--- config.mk ---
export PLATFORM = sky130hd
export DESIGN_NAME = time_update_sched_flat
export DESIGN_NICKNAME = d
export VERILOG_FILES = /design/src/rtl/time_update_sched_if.sv /design/src/rtl/time_update_sched.sv /design/src/flat_wrapper.sv
export SDC_FILE = /design/constraint.sdc
export NUM_CORES = 1
export LEC_CHECK = 0
export CAP_MARGIN = 10
export CORE_MARGIN = 2
export CORE_UTILIZATION = 47
export CTS_CLUSTER_SIZE = 40
export DETAILED_ROUTE_END_ITERATION = 16
export GPL_TIMING_DRIVEN = 0
export HOLD_SLACK_MARGIN = 0.02
export PLACE_DENSITY_LB_ADDON = 0.15
export REMOVE_ABC_BUFFERS = 1
export SLEW_MARGIN = 20
export SYNTH_ARGS = -nofsm -noshare
export SYNTH_HDL_FRONTEND = slang
export SYNTH_SLANG_ARGS = --single-unit
--- constraint.sdc ---
create_clock -name clk -period 2.9 [get_ports clk]
set_clock_uncertainty 0.1 [all_clocks]
set_input_delay 0.58 -clock clk [delete_from_list [all_inputs] [get_ports clk]]
set_output_delay 0.58 -clock clk [all_outputs]
set_load 0.01 [all_outputs]
--- src/rtl/time_update_sched_if.sv ---
// Handshake/bus bundle between the mode controller, the time update sequencer
// and the display mux: tick/mode inputs, BCD digit outputs and status pulses.
interface time_update_sched_if;
    logic       tick_1hz;
    logic       tick_2hz;
    logic       count_enable;
    logic       sel_minutes;
    logic       sel_seconds;
    logic       clr;
    logic [3:0] min_tens;
    logic [3:0] min_ones;
    logic [3:0] sec_tens;
    logic [3:0] sec_ones;
    logic       busy;
    logic       upd_done;
    logic       tick_drop;

    modport master (
        output tick_1hz, tick_2hz, count_enable, sel_minutes, sel_seconds, clr,
        input  min_tens, min_ones, sec_tens, sec_ones, busy, upd_done, tick_drop
    );

    modport slave (
        input  tick_1hz, tick_2hz, count_enable, sel_minutes, sel_seconds, clr,
        output min_tens, min_ones, sec_tens, sec_ones, busy, upd_done, tick_drop
    );
endinterface

--- src/rtl/time_update_sched.sv ---
// MM:SS BCD time register sequencer: walks one shared digit incrementer along the
// carry chain, one digit per cycle. Optional RUN-tick queue: TIME_UPDATE_TICK_QUEUE_EN.
module time_update_sched #(
    parameter logic [3:0] SEC_TENS_MAX = 4'd5,
    parameter logic [3:0] MIN_TENS_MAX = 4'd9
) (
    input logic                clk,
    input logic                rst,
    time_update_sched_if.slave bus
);
    typedef enum logic [2:0] {IDLE, SO, ST, MO, MT} state_t;
    typedef enum logic [1:0] {OP_RUN, OP_ADJ_SEC, OP_ADJ_MIN} op_t;

    state_t     state;
    op_t        op;
    logic [3:0] min_tens_q, min_ones_q, sec_tens_q, sec_ones_q;
    logic       busy_q, upd_done_q, tick_drop_q;

    // Tick qualification in priority order: minutes adjust, seconds adjust, run.
    logic adj_min_tick, adj_sec_tick, run_tick, busy_state;
    assign adj_min_tick = bus.sel_minutes & bus.tick_2hz;
    assign adj_sec_tick = ~adj_min_tick & bus.sel_seconds & bus.tick_2hz;
    assign run_tick     = ~adj_min_tick & ~adj_sec_tick & bus.count_enable & bus.tick_1hz;
    assign busy_state   = (state != IDLE);

    logic pend_dispatch;
    logic tick_lost;

`ifdef TIME_UPDATE_TICK_QUEUE_EN
    logic [1:0] pending;

    assign pend_dispatch = (state == IDLE) && (pending != 2'd0) && bus.count_enable;
    assign tick_lost     = busy_state &&
                           (adj_min_tick || adj_sec_tick || (run_tick && pending == 2'd3));

    // A RUN tick arriving in IDLE while a queued tick dispatches takes its place in the queue.
    always_ff @(posedge clk or negedge rst) begin
        if (!rst) begin
            pending <= 2'd0;
        end else if (bus.clr) begin
            pending <= 2'd0;
        end else if (state == IDLE) begin
            if (adj_min_tick || adj_sec_tick)
                pending <= 2'd0;
            else if (pend_dispatch && !run_tick)
                pending <= pending - 2'd1;
        end else if (run_tick && pending != 2'd3) begin
            pending <= pending + 2'd1;
        end
    end
`else
    assign pend_dispatch = 1'b0;
    assign tick_lost     = busy_state && (adj_min_tick || adj_sec_tick || run_tick);
`endif

    // Op selection at acceptance; only meaningful in IDLE.
    logic start;
    op_t  start_op;
    always_comb begin
        // NOTE: every combinational output gets a default first so no latch is inferred.
        start    = 1'b0;
        start_op = OP_RUN;
        if (state == IDLE) begin
            if (adj_min_tick) begin
                start    = 1'b1;
                start_op = OP_ADJ_MIN;
            end else if (adj_sec_tick) begin
                start    = 1'b1;
                start_op = OP_ADJ_SEC;
            end else if (run_tick || pend_dispatch) begin
                start    = 1'b1;
            end
        end
    end

    // Shared digit incrementer, fed by whichever digit the current step owns.
    logic [3:0] inc_in, inc_max, inc_out;
    logic       inc_carry;
    always_comb begin
        inc_in  = sec_ones_q;
        inc_max = 4'd9;
        case (state)
            ST: begin
                inc_in  = sec_tens_q;
                inc_max = SEC_TENS_MAX;
            end
            MO: begin
                inc_in  = min_ones_q;
                inc_max = 4'd9;
            end
            MT: begin
                inc_in  = min_tens_q;
                inc_max = MIN_TENS_MAX;
            end
            default: ;
        endcase
        if (inc_in >= inc_max) begin
            inc_out   = 4'd0;
            inc_carry = 1'b1;
        end else begin
            inc_out   = inc_in + 4'd1;
            inc_carry = 1'b0;
        end
    end

    // Carry routing: seconds adjust stops at ST, minutes tens never carries.
    state_t step_next;
    always_comb begin
        step_next = IDLE;
        case (state)
            SO:      if (inc_carry) step_next = ST;
            ST:      if (inc_carry && op == OP_RUN) step_next = MO;
            MO:      if (inc_carry) step_next = MT;
            default: step_next = IDLE;
        endcase
    end

    always_ff @(posedge clk or negedge rst) begin
        // NOTE: sequential state uses non-blocking assignments so all flops update together.
        if (!rst) begin
            state       <= IDLE;
            op          <= OP_RUN;
            min_tens_q  <= 4'd0;
            min_ones_q  <= 4'd0;
            sec_tens_q  <= 4'd0;
            sec_ones_q  <= 4'd0;
            busy_q      <= 1'b0;
            upd_done_q  <= 1'b0;
            tick_drop_q <= 1'b0;
        end else if (bus.clr) begin
            state       <= IDLE;
            min_tens_q  <= 4'd0;
            min_ones_q  <= 4'd0;
            sec_tens_q  <= 4'd0;
            sec_ones_q  <= 4'd0;
            busy_q      <= 1'b0;
            upd_done_q  <= 1'b0;
            tick_drop_q <= 1'b0;
        end else begin
            upd_done_q  <= 1'b0;
            tick_drop_q <= tick_lost;
            if (state == IDLE) begin
                if (start) begin
                    op     <= start_op;
                    state  <= (start_op == OP_ADJ_MIN) ? MO : SO;
                    busy_q <= 1'b1;
                end
            end else begin
                case (state)
                    SO:      sec_ones_q <= inc_out;
                    ST:      sec_tens_q <= inc_out;
                    MO:      min_ones_q <= inc_out;
                    MT:      min_tens_q <= inc_out;
                    default: ;
                endcase
                state      <= step_next;
                busy_q     <= (step_next != IDLE);
                upd_done_q <= (step_next == IDLE);
            end
        end
    end

    assign bus.min_tens  = min_tens_q;
    assign bus.min_ones  = min_ones_q;
    assign bus.sec_tens  = sec_tens_q;
    assign bus.sec_ones  = sec_ones_q;
    assign bus.busy      = busy_q;
    assign bus.upd_done  = upd_done_q;
    assign bus.tick_drop = tick_drop_q;
endmodule
--- src/flat_wrapper.sv ---
// flat-port wrapper written by rule: the top's interface ports become plain ports
module time_update_sched_flat 
#(
    parameter logic [3:0] SEC_TENS_MAX = 4'd5,
    parameter logic [3:0] MIN_TENS_MAX = 4'd9
)
  (clk, rst, bus_tick_1hz, bus_tick_2hz, bus_count_enable, bus_sel_minutes, bus_sel_seconds, bus_clr, bus_min_tens, bus_min_ones, bus_sec_tens, bus_sec_ones, bus_busy, bus_upd_done, bus_tick_drop);
  time_update_sched_if bus_i ();
  input logic clk;
  input logic rst;
  input wire logic [$bits(bus_i.tick_1hz)-1:0] bus_tick_1hz;
  input wire logic [$bits(bus_i.tick_2hz)-1:0] bus_tick_2hz;
  input wire logic [$bits(bus_i.count_enable)-1:0] bus_count_enable;
  input wire logic [$bits(bus_i.sel_minutes)-1:0] bus_sel_minutes;
  input wire logic [$bits(bus_i.sel_seconds)-1:0] bus_sel_seconds;
  input wire logic [$bits(bus_i.clr)-1:0] bus_clr;
  output wire logic [$bits(bus_i.min_tens)-1:0] bus_min_tens;
  output wire logic [$bits(bus_i.min_ones)-1:0] bus_min_ones;
  output wire logic [$bits(bus_i.sec_tens)-1:0] bus_sec_tens;
  output wire logic [$bits(bus_i.sec_ones)-1:0] bus_sec_ones;
  output wire logic [$bits(bus_i.busy)-1:0] bus_busy;
  output wire logic [$bits(bus_i.upd_done)-1:0] bus_upd_done;
  output wire logic [$bits(bus_i.tick_drop)-1:0] bus_tick_drop;
  assign bus_i.tick_1hz = bus_tick_1hz;
  assign bus_i.tick_2hz = bus_tick_2hz;
  assign bus_i.count_enable = bus_count_enable;
  assign bus_i.sel_minutes = bus_sel_minutes;
  assign bus_i.sel_seconds = bus_sel_seconds;
  assign bus_i.clr = bus_clr;
  assign bus_min_tens = bus_i.min_tens;
  assign bus_min_ones = bus_i.min_ones;
  assign bus_sec_tens = bus_i.sec_tens;
  assign bus_sec_ones = bus_i.sec_ones;
  assign bus_busy = bus_i.busy;
  assign bus_upd_done = bus_i.upd_done;
  assign bus_tick_drop = bus_i.tick_drop;
  time_update_sched #(.SEC_TENS_MAX(SEC_TENS_MAX), .MIN_TENS_MAX(MIN_TENS_MAX)) u_core (.clk(clk), .rst(rst), .bus(bus_i));
endmodule
==> reports/metrics.yaml <==
outcome: "complete, no violations"
drt_iter0_drc: 74
crit_path_start: "u_core.state[2]"
clock_latency_ps: 320
vias: 1388
critPathMaxStageDelay_ps: 460
p_seq_share_pct: 53.8
hp-class: "in2async"
layout_commonest_cell: "clkdlybuf4s50_1"
p_clk_share_pct: 22.1
grt_pass1_vias: 1280
nets: 207
ys_seq_area_share_pct: 39.7
htreeDepth: 1
port_buffers: 26
post-route-util_pct: 63.6
fp-row-count: 20
powerDensity_mw_per_mm2: 344
syn-instance-count: 157
end_kind: "register"
yosys_warnings: 0
syn_avg_cell_area_um2: 9.64
firstDrtPassIters: 4
slew_headroom_pct: 42.9
drc: 0
synth_top_area_cell: "dfrtp_1"
synth-edff-count: 0
crit_arrival_ps: 2910
crit_buf_inv: 1
p_sw_uw: 196
synth_ff_type: "dfrtp_1"
place_hpwl_um: 2370
gp_congestion: 0.825
maxCapViolations: 0
slowest_stage: "dfrtp_2"
die_height_um: 60.7
report.power.total_uw: 668
syn-cell-area_mm2: 0.00151
fp.coreArea_mm2: 0.00305
leakage_nw: 0.789
min_period_ps: 2770
timing.rr.start: "u_core.state[2]"
fin_setup_tns_ps: 0
root_buffer: "clkbuf_4"
reg2reg_to: "u_core.bus.sec_ones[0]"
ant_nets: 0
fin_crit_sh_pct: 95.4
cts_tree: "done"
drt-wirelength-per-cell_um: 16.0
start_kind: "register"
clockBufferDepth: 2
setup_viol: 0
grt_usage_pct: 21.6
initial_utilization_pct: 49.5
final_cell_mix: "clkdlybuf4s50_1 (25), dfrtp_1 (21), buf_4 (14)"
cp_max_fo: 11
path_cells: "buf_4 > nor2b_4 > nor2_1 > a221o_2 > ha_1 > nand2b_1 > a21o_1 > a21o_4 > or3_4 > o21ai_1"
tightest_slew_ps: 854
clk_pin_slew_ps: 130
layout-drive-gt1-share_pct: 24.5
grt-ovfl-total: 0
ioPinCount: 27
clock.fmax_mhz: 362
final_max_slew_viol_count: 0
power.share.switching_pct: 29.3
p_int_uw: 473
dieArea_mm2: 0.00369
vdd.ir_drop.worst_uv: 221
diodes: 0
cts-buffers-inserted: 3
async_flop_share_pct: 100
critPathTopFamily: "compound AO/OA/AOI/OAI gates"
synthToLayoutAreaGrowth_pct: 28.4
reg2reg_depth: 10
critPathKind: "reg2reg"
synth.distinct_cells: 46
rsz0062_at_grt: "no"
fp.dieW_um: 60.7
wirelength_um: 3780
synthTopCellsByArea: "dfrtp_1 (40%), nand3b_1 (6.0%), ha_1 (4.1%), a2111o_1 (3.0%), nand2_1 (2.7%)"
cts.sinks: 24
ys_ff_latch: 24
grt_max_degree: 30
reg2reg_slack_ps: 130
yosysTopAreaCellShare_pct: 39.7
grt_pass1_wl_um: 5900
p_comb_share_pct: 24.0
vias_per_cell: 5.88
required_ps: 3040
hold_violations: 0
antenna_found_initial: 0
==> how the worst max path moves through the flow <==
stage	endpoint	depth (start not counted)	slack, ps
after global placement	u_core.bus.min_ones[0]	9	-290
after global routing	u_core.bus.min_ones[1]	10	10
after CTS	u_core.bus.sec_ones[0]	9	40
after detailed placement	u_core.bus.sec_ones[0]	9	-280
final	u_core.bus.sec_ones[0]	10	130
after floorplan	u_core.bus.min_ones[0]	9	120
==> registers in the layout (all words and copies together) (netlist names) <==
| register | flops |
|---|---|
| u_core.bus.min_ones | 4 |
| u_core.state | 3 |
| u_core.bus.tick_drop | 1 |
| u_core.bus.upd_done | 1 |
| u_core.bus.busy | 1 |
| u_core.op | 2 |
| u_core.bus.min_tens | 4 |
| u_core.bus.sec_tens | 4 |
| u_core.bus.sec_ones | 4 |
==> metrics by stage <==
step | instances | hold slack, ps | instance area (µm²) | setup slack (ps)
floorplan | 147 | 184 | 1440 | 123
finish | 236 | 129 | 1940 | 135
detailed placement | 217 | 439 | 1760 | -277
global route | 236 | 160 | 1940 | 13.3
global placement | 217 | 415 | 1760 | -287
CTS | 224 | 460 | 1820 | 35.1
==> per-layer routing <==
layer | part of all wire (%) | GRT usage (%) | vias up
met5 | 0 | 0 | -
met1 | 42 | 29.7 | 676
met3 | 6.9 | 2.56 | 7
met4 | 1.4 | 8.70 | 0
met2 | 49 | 34.7 | 54
li1 | - | - | 651
==> power groups by stage <==
stage | Sequential (mW) | Clock (mW) | Combinational, mW
2_1_floorplan | 0.370 | 0 | 0.0718
3_3_place_gp | 0.369 | 0 | 0.126
3_5_place_dp | 0.369 | 0 | 0.129
4_1_cts | 0.362 | 0.150 | 0.135
5_1_grt | 0.361 | 0.163 | 0.177
6_report | 0.360 | 0.148 | 0.161
==> what timing repair did <==
item                                    in CTS  in global routing
pin swaps                                    1                  3
gates resized for setup                      7                  5
endpoints found under the setup margin      20                 15
setup buffers                                4                 12
hold buffers                                 0                  0
gates cloned                                 0                  0
==> cell usage after synthesis (all sizes together) (3+ instances only) <==
| master | number |
|---|---|
| nand3 | 9 |
| buf | 7 |
| nand4 | 3 |
| o21ai | 11 |
| nor2 | 10 |
| a21o | 3 |
| nand2b | 5 |
| a211oi | 4 |
| or2 | 3 |
| or3 | 4 |
| ha | 5 |
| a2111o | 4 |
| nand2 | 11 |
| clkbuf | 3 |
| mux2 | 3 |
| inv | 5 |
| dfrtp | 24 |
| a22oi | 3 |
| nand3b | 12 |
| a21oi | 8 |
==> kinds of logic after synthesis <==
kind of cell,after synthesis,synth area share [%]
and+or+nand+nor,65,25.5
AOI/OAI and AO/OA,43,21.0
DFF,24,39.7
buffers and inverters,15,5.87
muxes,5,3.80
adders and majority gates,5,4.14
==> final cells by class <==
| type | count | area, µm² |
|---|---|---|
| multi-input combinational | 118 | 856 |
| fill | 277 | 1110 |
| timing repair buffer | 42 | 385 |
| clock buffer | 3 | 22.5 |
| tap | 44 | 55.1 |
| inverter | 5 | 18.8 |
| sequential | 24 | 604 |
(Power assumes the default switching activity.)
